[src/rtl/instr_mem_loader.sv]
// instr_mem_loader: streams a big-endian 16-bit instruction image into the
// byte-wide instruction memory starting at the PC reset address. It holds the
// CPU while the load runs, pulses Done when finished and flags oversize loads.
//
// Stream handshake: a byte is accepted on a rising Clock edge where
// InValid & InReady are both high. InReady is decoded from the state alone
// (high in HI and LO) and does not depend on InValid. The producer may drop
// InValid for any number of cycles, and the loader simply waits.
//
// StateDbg encoding: 0 = IDLE, 1 = HI, 2 = LO, 3 = FIN.
module instr_mem_loader #(
  parameter int MEM_BYTES  = 128,
  parameter int START_ADDR = 10,
  parameter int LEN_W      = 8
) (
  input  logic             Clock,
  input  logic             Reset,
  input  logic             Start,
  input  logic [LEN_W-1:0] WordCount,
  input  logic             InValid,
  input  logic [7:0]       InByte,
  output logic             InReady,
  output logic             MemWrite,
  output logic [15:0]      MemAddr,
  output logic [7:0]       MemByte,
  output logic             CpuHold,
  output logic             Busy,
  output logic             Done,
  output logic             Error,
  output logic [1:0]       StateDbg
);

  typedef enum logic [1:0] {
    S_IDLE = 2'd0,
    S_HI   = 2'd1,
    S_LO   = 2'd2,
    S_FIN  = 2'd3
  } state_t;

  state_t           state;
  state_t           state_nx;
  logic [15:0]      ptr;
  logic [LEN_W-1:0] remaining;
  logic [16:0]      end_addr;
  logic             overflow;
  logic             accept;
  logic             start_seen;

  // One past the last byte the requested load would write. It is computed
  // 17 bits wide so that a huge WordCount cannot wrap into a legal value.
  assign end_addr   = 17'(START_ADDR) + 17'({WordCount, 1'b0});
  assign overflow   = end_addr > 17'(MEM_BYTES);
  assign accept     = InValid & InReady;
  assign start_seen = (state == S_IDLE) & Start;

  // State register
  always_ff @(posedge Clock or posedge Reset) begin
    if (Reset) state <= S_IDLE;
    else       state <= state_nx;
  end

  // Next-state logic and state-decoded outputs
  always_comb begin
    state_nx = state;
    InReady  = 1'b0;
    Busy     = 1'b0;
    CpuHold  = 1'b0;
    Done     = 1'b0;
    StateDbg = state;
    case (state)
      S_IDLE: begin
        if (Start && !overflow) begin
          if (WordCount == '0) state_nx = S_FIN;
          else                 state_nx = S_HI;
        end
      end
      S_HI: begin
        InReady = 1'b1;
        Busy    = 1'b1;
        CpuHold = 1'b1;
        if (accept) state_nx = S_LO;
      end
      S_LO: begin
        InReady = 1'b1;
        Busy    = 1'b1;
        CpuHold = 1'b1;
        if (accept) begin
          if (remaining == LEN_W'(1)) state_nx = S_FIN;
          else                        state_nx = S_HI;
        end
      end
      S_FIN: begin
        CpuHold  = 1'b1;
        Done     = 1'b1;
        state_nx = S_IDLE;
      end
      default: state_nx = S_IDLE;
    endcase
  end

  // Datapath: write pointer, word counter, registered memory write and sticky error
  always_ff @(posedge Clock or posedge Reset) begin
    if (Reset) begin
      ptr       <= '0;
      remaining <= '0;
      MemWrite  <= 1'b0;
      MemAddr   <= '0;
      MemByte   <= '0;
      Error     <= 1'b0;
    end else begin
      MemWrite <= accept;
      if (accept) begin
        MemAddr <= ptr;
        MemByte <= InByte;
        ptr     <= ptr + 16'd1;
        if (state == S_LO) remaining <= remaining - LEN_W'(1);
      end
      if (start_seen) begin
        Error <= overflow;
        if (!overflow) begin
          ptr       <= 16'(START_ADDR);
          remaining <= WordCount;
        end
      end
    end
  end

endmodule

[config.mk]
export PLATFORM = sky130hd
export DESIGN_NAME = instr_mem_loader
export DESIGN_NICKNAME = d
export VERILOG_FILES = /design/src/rtl/instr_mem_loader.sv
export SDC_FILE = /design/constraint.sdc
export NUM_CORES = 1
export LEC_CHECK = 0
export BUFFER_PORTS_ARGS = -buffer_cell sky130_fd_sc_hd__buf_2
export CAP_MARGIN = 20
export CORE_ASPECT_RATIO = 2
export CORE_MARGIN = 1
export CORE_UTILIZATION = 23
export CTS_BUF_LIST = sky130_fd_sc_hd__clkbuf_8
export DETAILED_ROUTE_END_ITERATION = 10
export SETUP_SLACK_MARGIN = 0.05
export SLEW_MARGIN = 5
export SYNTH_ARGS = -nofsm -noshare
export SYNTH_HDL_FRONTEND = slang
export SYNTH_SLANG_ARGS = --single-unit
[constraint.sdc]
create_clock -name Clock -period 3.85 [get_ports Clock]
set_input_delay 0.77 -clock Clock [delete_from_list [all_inputs] [get_ports Clock]]
set_output_delay 0.77 -clock Clock [all_outputs]
set_load 0.02 [all_outputs]
# --- After elaboration in Yosys (flattened, before gate mapping) ---
# Index checks and enable logic that the tools add are counted.
totals:
  out_inout_bits: 32
  regBits: 52
  input_bits: 20
  wordCells: 43
classes:
  n_mux: 16
  n_reduce_logical: 7
  magnitude_cmp: 1
  n_addsub: 3
  bitwise: 2
  eq_ne: 7
op_table:
  columns: ["op", "n"]
  rows:
  - ["$mux 16", 3]
  - ["$mux 8", 4]
  - ["$add 16x1->16 const B", 1]
  - ["$add 4x9->10 const A", 1]
  - ["$gt 10x8->1 const B", 1]
  - ["$mux 2", 5]
  - ["$eq 8x1->1 const B", 1]
  - ["$logic_not 8->1", 1]
  - ["$pmux 2 s4", 1]
  - ["$sub 8x1->8 const B", 1]
  - ["$eq 2x2->1 const B", 2]
  - ["$ne 2x2->1 const B", 2]
  - ["$mux 1", 3]
  - ["$reduce_and 3->1", 1]
  - ["$reduce_or 3->1", 1]
  - ["$and 1x1->1", 2]
  - ["$eq 2x1->1 const B", 1]
  - ["$logic_not 2->1", 1]
  - ["$ne 2x1->1 const B", 1]
  - ["$reduce_or 2->1", 1]
  - ["$logic_and 1x1->1", 1]
  - ["$logic_not 1->1", 1]

# --- Logic depth before layout (Yosys ltp) ---
# Gate-level depths: netlist (run 1).
logic_depth:
  ltp_word: 7
  depth_mapped: 8
  mapped_depth_nobuf: 7

# --- Least setup slack after synthesis (run 1) ---
# No wires, ideal clock.
synth_timing:
  path_kind: "register to register"
  start: "reg state[0] (netlist: StateDbg[0])"
  end: "reg ptr[15]"
  synth_period_minus_slack_ns: 2.304
  stages_incl_launch_ff: 7
  t_arrival_ns: 2.226
  required_time_ns: 3.772
  path_buffers: 0
  slack_ns: 1.546
  setup_ns: 0.078
  cell_sequence: "dfrtp_1 inv_1 ha_1 nand4_1 or4_4 or3_1 a21oi_1"
synth_via:
  elab_chain_len: 7
  word_cells_on_any_way: 10
  classes_between: "eq/ne: 2; mux: 4; bitwise: 2; reduce/logical: 2"
synth_lines:
  columns: ["item", "line", "rtl"]
  rows:
  - ["start, declared", "40", "state_t state;"]
  - ["start signal, assigned", "59", "else state <= state_nx;"]
  - ["$eq 2x2->1 / $eq 2x1->1 (equally long branches)", null, null]
  - ["$reduce_or 2->1 (no source line) *", null, null]
  - ["$mux 1 *", null, null]
  - ["net Busy", "27", "output logic Busy,"]
  - ["$and 1x1->1 *", "53", "assign accept = InValid & InReady;"]
  - ["$mux 16 *", "112", "if (accept) begin"]
  - ["$mux 16", "120", "if (!overflow) begin"]
  - ["$mux 16 *", "118", "if (start_seen) begin"]
  - ["end signal, assigned", "115", "ptr <= ptr + 16'd1;"]
  - ["end signal, assigned", "121", "ptr <= 16'(START_ADDR);"]
  - ["end, declared", "42", "logic [15:0] ptr;"]
# The timed path passes the listed nets; every way through them passes the cells marked *.
# A chain may end at the register's enable or synchronous reset.

# --- Worst setup path in the final report (run 1) ---
layout_timing:
  start: "reg state[1] (netlist: StateDbg[1])"
  end: "reg MemAddr[1]"
layout_via:
  elab_chain_len: 4
  word_cells_on_any_way: 5
  classes_between: "eq/ne: 2; mux: 1; bitwise: 1; reduce/logical: 1"
layout_lines:
  columns: ["item", "line", "rtl"]
  rows:
  - ["$eq 2x2->1 / $eq 2x1->1 (equally long branches)", "70", "case (state)"]
  - ["$reduce_or 2->1 (no source line) *", null, null]
  - ["$mux 1 *", "70", null]
  - ["$and 1x1->1 *", "53", null]
  - ["end signal, assigned", "113", "MemAddr <= ptr;"]
  - ["end, declared", "24", "output logic [15:0] MemAddr,"]
# Mark *: on every way between the ends. The rest lies on a longest branch, timed or not.

==> results of run 1 <==
-- metrics by stage --
step | instances | worst slack (ns) | instance area (sq um) | power, W
after floorplan | 215 | 1.55 | 2390 | 0.00143
after global placement | 395 | 1.39 | 2790 | 0.00165
after detailed placement | 395 | 1.34 | 2790 | 0.00167
after CTS | 403 | 1.34 | 2950 | 0.00220
after global routing | 403 | 1.09 | 2950 | 0.00231
final | 403 | 1.40 | 2950 | 0.00216
-- power by group through the flow --
stage / logic [W] / registers [W] / clock network, W
2_1_floorplan: 0.000486 / 0.000945 / 0
3_3_place_gp: 0.000792 / 0.000856 / 0
3_5_place_dp: 0.000807 / 0.000864 / 0
4_1_cts: 0.000812 / 0.000854 / 0.000530
5_1_grt: 0.000881 / 0.000877 / 0.000557
6_report: 0.000795 / 0.000850 / 0.000517
-- layer usage --
layer  part of all wire [%]  routed length, microns
met5                      0                       0
met4                    2.7                     149
met3                    3.4                     186
met2                     56                    3100
met1                     38                    2060
-- path summary, 6_finish.rpt --
kind	from	end	depth (start not counted)
setup / recovery	StateDbg[1]$_DFFE_PP0P_	MemAddr[1]$_DFFE_PP0P_	5
hold / removal	MemAddr[12]$_DFFE_PP0P_	MemAddr[12]$_DFFE_PP0P_	2
setup reg to reg	StateDbg[1]$_DFFE_PP0P_	MemAddr[1]$_DFFE_PP0P_	5
hold reg to reg	MemAddr[12]$_DFFE_PP0P_	MemAddr[12]$_DFFE_PP0P_	2
max in group asynchronous	Reset	MemAddr[2]$_DFFE_PP0P_	3
min in group asynchronous	Reset	Error$_DFFE_PP0P_	2
-- worst max-delay path: cells and delay by family, from the launching register on --
kind	cells	cell delay [ns]
flip-flops	1	0.40
adder cells (fa/ha/maj)	1	0.42
AND/OR/NAND/NOR	1	0.34
buffers and inverters	2	0.77
multiplexers	1	0.41
-- cell usage after synthesis (all sizes together), types with 2 or more instances --
library cell	count
nand4	8
nor4	3
xor2	5
ha	8
nor2	16
inv	12
nor3	8
nand3	7
nand2	20
a21oi	4
and3	3
or4	2
clkbuf	6
xnor2	12
o21ai	13
or3	5
mux2i	2
a211o	2
dfrtp	52
mux2	21
-- layout by cell type (no fill, tap or decap), types with 2 or more instances in the layout --
cell,count
sky130_fd_sc_hd__dfrtp_1,52
sky130_fd_sc_hd__buf_2,51
sky130_fd_sc_hd__mux2_2,21
sky130_fd_sc_hd__nand2_1,20
sky130_fd_sc_hd__nor2_1,16
sky130_fd_sc_hd__o21ai_0,13
sky130_fd_sc_hd__xnor2_1,12
sky130_fd_sc_hd__inv_1,11
sky130_fd_sc_hd__nand4_1,8
sky130_fd_sc_hd__nor3_1,8
sky130_fd_sc_hd__ha_1,8
sky130_fd_sc_hd__nand3_1,6
sky130_fd_sc_hd__xor2_1,5
sky130_fd_sc_hd__clkbuf_8,5
sky130_fd_sc_hd__or3_1,4
sky130_fd_sc_hd__a21oi_1,4
sky130_fd_sc_hd__and3_1,3
sky130_fd_sc_hd__nor4_1,3
sky130_fd_sc_hd__bufinv_16,3
sky130_fd_sc_hd__a211o_1,2
sky130_fd_sc_hd__mux2i_1,2
-- flip-flops by register name, indices dropped and copies added, names as in the netlist --
name       flops
Error          1
remaining      8
MemAddr       16
MemByte        8
StateDbg       2
ptr           16
MemWrite       1
-- cell type report --
cell class	count	area (sq um)
Tap cell	135	169
Sequential cell	52	1300
Clock buffer	5	68.8
Timing Repair Buffer	52	263
Fill cell	1072	7130
Multi-Input combinational cell	144	1010
Clock inverter	3	90.1
Inverter	12	45.0
-- cell families after synthesis --
| logic type | count (synthesis) | synth area share (%) |
|---|---|---|
| xor gates and xnor gates | 17 | 6.23 |
| and+or+nand+nor | 75 | 16.2 |
| adders and majority gates | 8 | 4.19 |
| buffers and inverters | 19 | 3.14 |
| muxes | 23 | 10.7 |
| AOI/OAI and AO/OA | 21 | 5.08 |
| DFF | 52 | 54.5 |
==> results.txt, run 1 <==
In this run the deepest clock path goes through 2 buffers. The biggest area consumer among synthesized cells is sky130_fd_sc_hd__dfrtp_1. The slew at the pin closest to its max-slew limit is 0.898 ns. The combined area of all synthesized cells came out at 2390 sq um. The number of synthesized flops with an enable pin is 0. Of the cells placed in the final design, the portion with a size suffix greater than 1 is 31.7%. The data required time at the worst endpoint came out at 4.05 ns. The post-CTS setup buffer count came out at 0. The count of nets left with antenna violations once routing finished came out at 0. The startpoint-to-endpoint class of the critical path is flip-flop to flip-flop. Of all nets on the critical path, the largest fanout is 20. Of the total power, the share spent switching nets is 36.9%. The area share of the largest cell type after synthesis came out at 54.5%. The max capacitance violation total came out at 0. The utilization of the core after routing came out at 29.3%.

The worst setup path is launched from a flip-flop. The estimated wirelength of the detail-placed design is 4110 microns. The initial antenna violation count is 0.

The initial detailed-routing violation count is 67. Input and output buffers added on the ports amount to 51. For this run the aggregate overflow at the end of global routing stands at 0. The largest voltage drop on the vdd net is 0.273 mV. Clock skew on the completed layout was measured at 0.0157 ns. The main flop type after synthesis is sky130_fd_sc_hd__dfrtp_1. The number of diodes came out at 0. The first global-routing pass estimated 8990 microns of wire. The flow ran to the end, and the final reports show no timing, DRC or antenna violations. The buffer type at the clock tree root is sky130_fd_sc_hd__clkbuf_8. For met3 alone, demand over resource in global routing was 1.93%.

The routed layout has 1,753 vias. The share of the clock period used by the worst path after layout came out at 63.6%. For the worst-skew pair, the clock arrives at the later sink with an insertion delay of 0.32 ns. In the post-synthesis netlist, the biggest area contributors are sky130_fd_sc_hd__dfrtp_1 (54%), sky130_fd_sc_hd__mux2_2 (9.9%), sky130_fd_sc_hd__xnor2_1 (4.4%). The core region is 10,100 sq um.

On the critical path, the stage with the largest delay is an instance of sky130_fd_sc_hd__inv_1. The worst setup path is captured at a flip-flop. The DRC violation count after routing came out at 0. The TritonCTS clock tree is built. The sequential share of the synthesized area is 54.5%. Setup violations remaining at the end of the flow were counted as 0.

Summed over all nets, the switching power comes to 0.000797 W. For this run, the slowest stage of the critical path takes 0.66 ns. The net count of the finished layout came out at 295. The hold buffer count at CTS is 0. The final routed wirelength across all metal layers is 5500 microns.

CTS saw 52 sinks. Internal power comes to 0.00137 W. The total routing resource utilization after global routing is 11.0%. Among the stages of the critical path, the cell type that occurs most often is sky130_fd_sc_hd__inv_1. The area enclosed by the die boundary came out at 10,800 sq um.

The power density over the cells came out at 733 nW/um^2. For the final routed database, the setup TNS stands at 0 ns. The number of failing hold endpoints at the final stage came out at 0. The cell count after synthesis came out at 215. The combinational share of power came out at 36.8%. The global routing stage identified its most utilized layer as met2.

The flop and latch count out of synthesis is 52. The global-route met2 utilization is 19.8%. The pre-antenna-repair detailed-routing pass consisted of 4 iterations.

The global routing met1 resource utilization is 11.8%. Per report_power, the sequential group accounts for 39.3% of the total. The total clock buffers created by CTS came out at 5. Dividing the detail-routed wire length by the instance count gives 13.6 microns.

The final-layout worst hold slack is 0.493 ns. The mean post-synth cell area came out at 11.1 sq um. The floorplan step set the die width to 74.1 microns. The number of levels in the clock H-tree came out at 2. At the end of routability-driven placement, the weighted congestion stood at 0.779. Entering global routing, the biggest net connects 30 pins.

The boundary pin count is 52. After clock tree synthesis, the repair step resized 0 gates. Setup repair after global routing left no endpoint under its margin. The share of total power in the clock network came out at 23.9%.

The internal reg-to-reg setup slack came out at 1.40 ns. The leakage power figure is 1.37 nW. The worst pin sits at a relative slew slack of 40.1%. The share of flip-flops with an asynchronous set or reset is 100%. The per-cell via count in the routed design came out at 4.35.

The initial core utilization is 23.7%. The total number of yosys warnings came out at 0. The number of unique standard cell types used by synthesis is 29. The height of the chip is 146 microns.

The standard-cell row count is 52. Walking the worst path, the cells encountered are inv_1 -> ha_1 -> nand2_1 -> inv_1 -> mux2_2. The number of global-route vias before repair is 1,801.

The achievable frequency is 408 MHz. The data arrival time of the critical path is 2.65 ns. The clock transition at the registers of the reported paths came out at 0.11 ns.

The number of nets handed over by synthesis was 243. The area overhead of the layout relative to synthesis came out at 23.5%. The count of final max-slew check failures came to 0. The clock period minus worst slack came out at 2.45 ns.

The tightest min-delay check is of the flip-flop to flip-flop type.
Power figures use the tool's default switching activity.
==> inputs of run 2 (changes only) <==
--- a/config.mk
+++ b/config.mk
@@ -5,6 +5,7 @@
 export SDC_FILE = /design/constraint.sdc
 export NUM_CORES = 1
 export LEC_CHECK = 0
+export ABC_AREA = 1
 export BUFFER_PORTS_ARGS = -buffer_cell sky130_fd_sc_hd__buf_2
 export CAP_MARGIN = 20
 export CORE_ASPECT_RATIO = 2
==> constraint.sdc (replaced) <==
create_clock -name Clock -period 2.4 [get_ports Clock]
set_input_delay 0.48 -clock Clock [delete_from_list [all_inputs] [get_ports Clock]]
set_output_delay 0.48 -clock Clock [all_outputs]
set_load 0.02 [all_outputs]
==> run 2 against run 1 <==
Net effect:
- routed wire length is 11% higher
- utilization shrank 0.57 points
- non-clock buffer count rose by 4
- area after synthesis is 9.0% higher
- setup slack got worse by 0.85 ns
- combinational power grew 81%
- register-to-register slack got worse by 0.83 ns
- design area rose by 6.4%
- clock skew decreased by 0.0046 ns
- power up 57%
- final cell count up 30%
- critical path type is now flip-flop to output port
- critical endpoint is now Busy
- largest cell class unchanged
- largest power group is now combinational logic
==> results.txt, run 2 <==
The flow ran to the end, and the final reports show no timing, DRC or antenna violations. Setup repair after global routing left no endpoint under its margin. Buffers placed on the I/O ports in this run total 51.

The worst setup path is captured at an output port. Measured against its own limit, the worst slew margin works out to 73.3%. The number of nets in the synthesized netlist is 356.

For this run, global-route usage on met2 was measured as 20.6%. For flop-to-flop paths, the worst setup slack is 0.57 ns. The met3 track demand over resource in global routing is 1.50%.

The number of levels in the clock H-tree is 2. The largest voltage drop on the vdd net is 0.391 mV. The clock tree skew after final layout came out at 0.0111 ns. The first global-routing pass estimated 10,600 microns of wire. The utilization of the core after routing came out at 28.7%. Once the floorplan was initialized, standard cells occupied 23.8% of the core. The data arrival time of the critical path is 1.37 ns. In this run the worst setup path begins at StateDbg[0]$_DFFE_PP0P_. In the finished design, the share of the clock period the worst path needs comes to 77.0%. Synthesis produced a netlist whose cell count is 328. OpenSTA, run right after detailed placement, puts the worst setup slack at 0.554 ns. The largest stage delay on the critical path is 0.44 ns. The quantity of gates resized following cts is 0. The standard-cell row count came out at 54. The power density over the cells is 1080 nW/um^2. The net count of the finished layout is 410.

Counting flops with an async set or reset pin after synthesis yields a share of 100%. sky130_fd_sc_hd__nand2_1 is the most common cell in the netlist. The post-CTS setup buffer count is 0. After detailed routing, the average wire length per cell comes to 11.7 microns.

The height of the chip came out at 152 microns. The number of global-route vias before repair is 2,244. The boundary pin count came out at 52. The area enclosed by the die boundary came out at 11,800 sq um.

TritonCTS built the clock tree. The critical path depth in cells is 3. In the global route stage, met1 resource usage came out at 12.5%. The largest net degree at the start of global routing came out at 45. The global-route layer with the greatest usage is met2. The worst register-to-register path ends at remaining[6]$_DFF_PP0_.

The number of diodes came out at 0. Global routing consumed, over all layers together, 11.5% of the routing resources. The combined area of all synthesized cells is 2600 sq um. The mean post-synth cell area came out at 7.94 sq um.

Leaving out fill and tap cells, the most frequent cells in the layout are sky130_fd_sc_hd__nand2_1 (117), sky130_fd_sc_hd__dfrtp_1 (52), sky130_fd_sc_hd__buf_2 (51), sky130_fd_sc_hd__inv_1 (38), sky130_fd_sc_hd__nor2_1 (21). The launch point of the worst reg-to-reg path is StateDbg[0]$_DFFE_PP0P_. The total clock buffers created by CTS came out at 5. The number of failing hold endpoints at the final stage came to 0. The region available for standard cell placement spans 10,900 sq um. The per-cell via count in the routed design came out at 4.17. The endpoint of the worst setup timing path is Busy. The final routed wirelength across all metal layers is 6110 microns. The analysis attributes to cell leakage a power of 1.69 nW. The largest individual stage delay along the critical path comes from the cell sky130_fd_sc_hd__dfrtp_1.

The initial detailed-routing violation count is 132. The clock period could shrink to 1.85 ns. The critical path goes through inv_1 -> ha_1 -> buf_2.

Yosys printed 0 warnings. The maximum count of clock buffers along a single path is 2. Summed over all failing endpoints, the final setup total negative slack is 0 ns. The number of unique standard cell types used by synthesis is 25. The count of final max-slew check failures came out at 0. The DRC violation count after routing came out at 0.

The die width came out at 77.2 microns. The total clock sinks came out at 52. The synthesized design contains 0 enable-type register cells.

At the pin with the least slew margin, the transition time is 0.398 ns. The hold buffer count at CTS is 0. The worst setup path is launched from a flip-flop. The worst path buffer plus inverter count is 2. The achievable frequency is 541 MHz. For the worst setup path, the data required time is 1.92 ns.

The aggregate global routing overflow came out at 0. Once placement completed, the tool counted placed cells totaling 515. Summing the sequential cell areas from Yosys gives 50.0% of the chip area. The depth of the most critical reg-to-reg path came out at 10. In the post-synthesis netlist, the biggest area contributors are sky130_fd_sc_hd__dfrtp_1 (50%), sky130_fd_sc_hd__nand2_1 (17%), sky130_fd_sc_hd__inv_1 (5.5%). The biggest area consumer among synthesized cells is sky130_fd_sc_hd__dfrtp_1.

The area overhead of the layout relative to synthesis is 20.6%. The first TritonRoute pass finished after 5 iterations. In the synthesized netlist, the cells that appear most often are sky130_fd_sc_hd__nand2_1 (117), sky130_fd_sc_hd__dfrtp_1 (52), sky130_fd_sc_hd__inv_1 (38). Setup slack on the critical path of the routed design comes to 0.552 ns. The source-to-sink clock delay at the later pin of the worst-skew pair came out at 0.32 ns. The family of cells with the greatest summed delay on the critical path is flip-flops. In the synthesized netlist the dominant register cell turns out to be sky130_fd_sc_hd__dfrtp_1.

The leading cell type in the layout, fill and taps excluded is sky130_fd_sc_hd__nand2_1. The maximum net fanout on the critical path came out at 5. After clock tree synthesis, the clock-pin slew on the worst setup and hold paths is 0.09 ns.

The count of cells in the finished layout, fillers not included, comes to 523. The initial antenna violation count came out at 0. The worst setup path is of the flip-flop to output port kind. The top cell type by area accounts for 50.0% of the synthesized area. The weighted congestion reported at the end of routability-driven placement came out at 0.789.

In this run the worst hold path is classified as input port to async pin. Detailed placement ended at an HPWL of 4680 microns. The total setup violations reported at the end of the flow is 0. The share of post-route cells with drive strength above 1 came out at 21.7%.

The number of antenna-violating nets in the routed design is 0. CTS placed an instance of sky130_fd_sc_hd__clkbuf_8 at the clock tree root. Max-cap violations in this run came to 0.

The flop and latch count out of synthesis is 52. The routed layout has 2,182 vias. The largest registers in the layout are MemAddr (16), ptr (16).
[run 2: cell types whose count changed after synthesis, sizes merged, moves of 3 or more]
| cell | before | now |
|---|---|---|
| inv | 12 | 42 |
| buf | 1 | 9 |
| a21oi | 4 | 9 |
| nand2 | 20 | 120 |
| clkbuf | 6 | 0 |
| or3 | 5 | 0 |
| nand3 | 7 | 20 |
| o21ai | 13 | 19 |
| nor2 | 16 | 30 |
| mux2 | 21 | 0 |
| nand4 | 8 | 4 |
| nor4 | 3 | 0 |
| xnor2 | 12 | 0 |
| and3 | 3 | 0 |
[run 2: per-layer routing]
layer	wire [microns]	share of wire, %	vias to the layer above
li1	-	-	1118
met1	2320	38	1001
met2	3410	56	52
met3	183	3.0	11
met4	191	3.1	0
met5	0	0	-
[run 2: area by class of cell]
cell class              count  area [sq um]
fillers                  1220          7810
flip-flops and latches     52          1300
multi-input cells         224          1090
clock buffers               5          68.8
inverters                  43           163
well taps                 140           175
repair buffers             56           305
clock inverters             3          38.8
[run 2: worst min path at each step]
stage	from	to
6_report	Reset	MemByte[1]$_DFFE_PP0P_
5_1_grt	Reset	MemAddr[13]$_DFFE_PP0P_
3_5_place_dp	Reset	MemByte[1]$_DFFE_PP0P_
4_1_cts	Reset	MemByte[1]$_DFFE_PP0P_
2_1_floorplan	ptr[15]$_DFF_PP0_	MemAddr[15]$_DFFE_PP0P_
3_3_place_gp	Reset	MemByte[1]$_DFFE_PP0P_
[run 2: kinds of logic after synthesis]
| family | after synthesis | synth area share (%) |
|---|---|---|
| AOI/OAI and AO/OA | 29 | 5.67 |
| xor gates and xnor gates | 4 | 1.35 |
| adders and majority gates | 8 | 3.84 |
| buffers and inverters | 52 | 8.27 |
| DFF | 52 | 50.0 |
| and+or+nand+nor | 183 | 30.9 |
[run 2: power breakdown]
group	internal, W	switching [W]
clock network	0.000306	0.000292
registers	0.00116	0.000186
logic	0.000469	0.000975
[run 2: stage by stage]
| step | power, W | area, sq um | hold slack, ns |
|---|---|---|---|
| 6_report | 0.00339 | 3140 | 0.0705 |
| 4_1_cts | 0.00344 | 3140 | 0.0586 |
| 3_3_place_gp | 0.00281 | 3030 | 0.399 |
| 5_1_grt | 0.00369 | 3140 | 0.0627 |
| 3_5_place_dp | 0.00283 | 3030 | 0.406 |
| 2_1_floorplan | 0.00238 | 2600 | 0.465 |
==> inputs of run 3 (changes only) <==
==> constraint.sdc (replaced) <==
create_clock -name Clock -period 1.58 [get_ports Clock]
set_input_delay 0.316 -clock Clock [delete_from_list [all_inputs] [get_ports Clock]]
set_output_delay 0.316 -clock Clock [all_outputs]
set_load 0.02 [all_outputs]
==> run 3 against run 2 <==
Net effect:
- critical path depth grew 1
- largest power group unchanged
- design area grew 8.0%
- the flow now finishes with violations (negative setup slack)
- sequential cell count did not move
- setup slack worse by 0.58 ns
- count of clock-buffer cells in the layout is the same
- utilization increased by 2.3 points
- worst hold slack improved by 0.12 ns
- clock skew decreased by 0.0019 ns
- via count increased by 2.7%
- die area is the same
==> results.txt, run 3 (synthesis gave the netlist of run 2 again) <==
The first routing iteration left 113 violations. The sequential share of power came out at 35.6%. Setup repair after global routing could not meet its margin everywhere.

The flow ran to the end, but the final reports show violations. The net switching power is 0.00235 W. The start point of the worst hold path is InByte[4]. The power density over the cells came out at 1680 nW/um^2. STA classifies the critical path endpoint as an output port. The final critical-path setup slack came out at -0.0328 ns. The checks that failed: negative setup slack.

The largest voltage drop on the vdd net is 1.02 mV. The combinational share of power is 45.5%. Clock-pin slew was measured on the worst setup and hold paths at 0.10 ns. The number of buffers and inverters on the critical path is 3. The area growth from synthesis to layout is 30.2%. On the critical path, the stage with the largest delay is an instance of sky130_fd_sc_hd__dfrtp_2. The number of global-route vias before repair is 2,219. Dividing the detail-routed wire length by the instance count gives 11.7 microns.

The area enclosed by the die boundary is 11,800 sq um. The count of final max-slew check failures came out at 0. On the final layout, the worst clock skew is 0.00919 ns.

After global routing the overflow that remains totals 0. The aggregate negative setup slack came out at -0.0357 ns. The initial core utilization came out at 23.8%.

The leakage power figure came out at 1.76 nW. The net count of the finished layout came out at 422. The number of antenna diodes in the final layout is 0.

The slew at the pin closest to its max-slew limit came out at 0.458 ns. The maximum count of clock buffers along a single path is 2. Timing would allow up to 620 MHz.

After detailed routing, the number of remaining DRC violations is 0. Entering global routing, the biggest net connects 41 pins. STA classifies the critical path startpoint as a flip-flop. Grouping stages by cell kind, the critical path spends the most delay in flip-flops.

In this run the worst path has a maximum fanout of 4. Max-cap violations in this run came to 0. Leaving out fill and tap cells, the most frequent cells in the layout are sky130_fd_sc_hd__nand2_1 (114), sky130_fd_sc_hd__dfrtp_1 (50), sky130_fd_sc_hd__buf_2 (49), sky130_fd_sc_hd__inv_1 (33), sky130_fd_sc_hd__nor2_1 (20). The most critical setup path has its startpoint at StateDbg[1]$_DFFE_PP0P_. Traced cell by cell, the critical path runs through buf_4 -> buf_6 -> ha_4 -> buf_6. The routed design could run at a clock period as short as 1.61 ns. The weighted congestion reported at the end of routability-driven placement came out at 0.849. The total routing resource utilization after global routing is 11.4%. The first-pass GRT wire length is 10,600 microns.

The total of buffers placed on input and output ports is 51. The utilization of the core after routing came out at 31.0%. The source-to-sink clock delay at the later pin of the worst-skew pair came out at 0.32 ns. After the flow finishes, the layout carries non-filler instances totaling 534. The share of post-route cells with drive strength above 1 is 28.4%. The count of nets left with antenna violations once routing finished came out at 0.

The total vias in the final route is 2,242. The cell sitting at the root of the clock tree is a sky130_fd_sc_hd__clkbuf_8. The startpoint-to-endpoint class of the critical path is flip-flop to output port. The first-pass iteration count of the detailed router came out at 4.

The leading cell type in the layout, fill and taps excluded is sky130_fd_sc_hd__nand2_1. The minimum setup slack after placement came out at 0.0539 ns. The total clock sinks is 52.

In the final layout, the registers with the most flip-flops are MemAddr (16), ptr (16). Hold is met by 0.187 ns. In this run switching power makes up 41.2% of total power.

The relative slew slack came out at 69.2%. The most numerous cell type found on the critical path is sky130_fd_sc_hd__buf_6. The estimated wirelength of the detail-placed design is 4850 microns. The data arrival time of the critical path came out at 1.30 ns.

The per-cell via count in the routed design came out at 4.20. The number of clock buffers added by TritonCTS is 5. TritonCTS built the clock tree.

The internal portion of the total power is 0.00336 W. The share of total power in the clock network is 18.9%. After floorplanning, the core was divided into 54 placement rows. The final routed wirelength across all metal layers came out at 6240 microns. The launch point of the worst reg-to-reg path is StateDbg[1]$_DFFE_PP0P_. The number of failing hold endpoints at the final stage was 0. In this run, placement finished with an instance count of 522. The number of levels in the clock H-tree came out at 2. On the worst path, the slowest cell contributes a delay of 0.44 ns. The data required time at the worst endpoint came out at 1.26 ns. The total setup violations reported at the end of the flow came out at 2. The initial antenna violation count is 0.

During I/O placement, the number of pins put on the boundary was 52. Measured along the y axis, the die boundary spans 152 microns. The die width came out at 77.2 microns. The share of the clock period used by the worst path after layout is 102%. The path category of the worst min-delay check is input port to flip-flop. The total area inside the core boundary comes to 10,900 sq um. The fill cell total of the finished layout is 1,189.
run 3: cell types whose count changed in the layout (fill, tap and decap cells not counted), moves of 2 or more:
| cell | change |
|---|---|
| sky130_fd_sc_hd__buf_6 | +3 |
| sky130_fd_sc_hd__dfrtp_1 | -2 |
| sky130_fd_sc_hd__inv_1 | -5 |
| sky130_fd_sc_hd__buf_4 | +10 |
| sky130_fd_sc_hd__ha_4 | +4 |
| sky130_fd_sc_hd__ha_1 | -4 |
| sky130_fd_sc_hd__dfrtp_2 | +2 |
| sky130_fd_sc_hd__o21ai_0 | -2 |
| sky130_fd_sc_hd__clkinv_2 | -2 |
| sky130_fd_sc_hd__nand2_1 | -3 |
| sky130_fd_sc_hd__buf_2 | -2 |
| sky130_fd_sc_hd__inv_4 | +2 |
run 3: power groups by stage:
| stage | sequential [W] | combinational, W | clock, W |
|---|---|---|---|
| after detailed placement | 0.00206 | 0.00237 | 0 |
| after global placement | 0.00205 | 0.00232 | 0 |
| after global routing | 0.00210 | 0.00290 | 0.00114 |
| after CTS | 0.00204 | 0.00242 | 0.00110 |
| after floorplan | 0.00234 | 0.00134 | 0 |
| final | 0.00203 | 0.00260 | 0.00108 |
run 3: repair_timing:
| action | CTS | global route |
|---|---|---|
| pin swaps | 1 | 12 |
| gates resized for setup | 9 | 21 |
| setup endpoints to repair | 8 | 38 |
| setup buffers | 0 | 5 |
| hold buffers | 1 | 0 |
| hold endpoints to repair | 12 | 0 |
run 3: worst paths after layout:
kind	depth (start not counted)	endpoint	slack (ns)
setup / recovery	4	Done	-0.03
hold / removal	3	MemByte[4]$_DFFE_PP0P_	0.19
setup reg to reg	9	ptr[15]$_DFF_PP0_	0
hold reg to reg	2	MemAddr[4]$_DFFE_PP0P_	0.48
min in group asynchronous	3	remaining[1]$_DFF_PP0_	0.51
max in group asynchronous	4	MemAddr[9]$_DFFE_PP0P_	0.56
run 3: layout make-up:
| type | instances | area [sq um] | area share (%) |
|---|---|---|---|
| Clock inverter | 2 | 60.1 | 1.77 |
| Timing Repair Buffer | 68 | 414 | 12.2 |
| Sequential cell | 52 | 1300 | 38.5 |
| Clock buffer | 5 | 68.8 | 2.03 |
| Tap cell | 140 | 175 | 5.17 |
| Multi-Input combinational cell | 224 | 1190 | 35.2 |
| Inverter | 43 | 175 | 5.17 |
run 3: metrics by stage:
| stage | power (W) | area, sq um |
|---|---|---|
| floorplan | 0.00369 | 2630 |
| finish | 0.00571 | 3390 |
| detailed placement | 0.00443 | 3110 |
| CTS | 0.00557 | 3280 |
| global route | 0.00614 | 3390 |
| global placement | 0.00436 | 3110 |
run 3: worst register-to-register path, cell delays in order (launching register included):
cell and delay, ns:
sky130_fd_sc_hd__dfrtp_2 0.40, sky130_fd_sc_hd__inv_4 0.06, sky130_fd_sc_hd__ha_4 0.30, sky130_fd_sc_hd__nand2_8 0.08
sky130_fd_sc_hd__nor2_4 0.16, sky130_fd_sc_hd__nand3_4 0.09, sky130_fd_sc_hd__nor2_4 0.19, sky130_fd_sc_hd__nand3_1 0.09
sky130_fd_sc_hd__nand2_1 0.06, sky130_fd_sc_hd__nor2_1 0.04
run 3: per-layer routing:
metal	global-route usage, %	routed length, microns	part of all wire [%]
met1	11.5	2230	36
met3	1.68	192	3.1
met5	0	0	0
met2	21.9	3650	58
met4	5.84	170	2.7
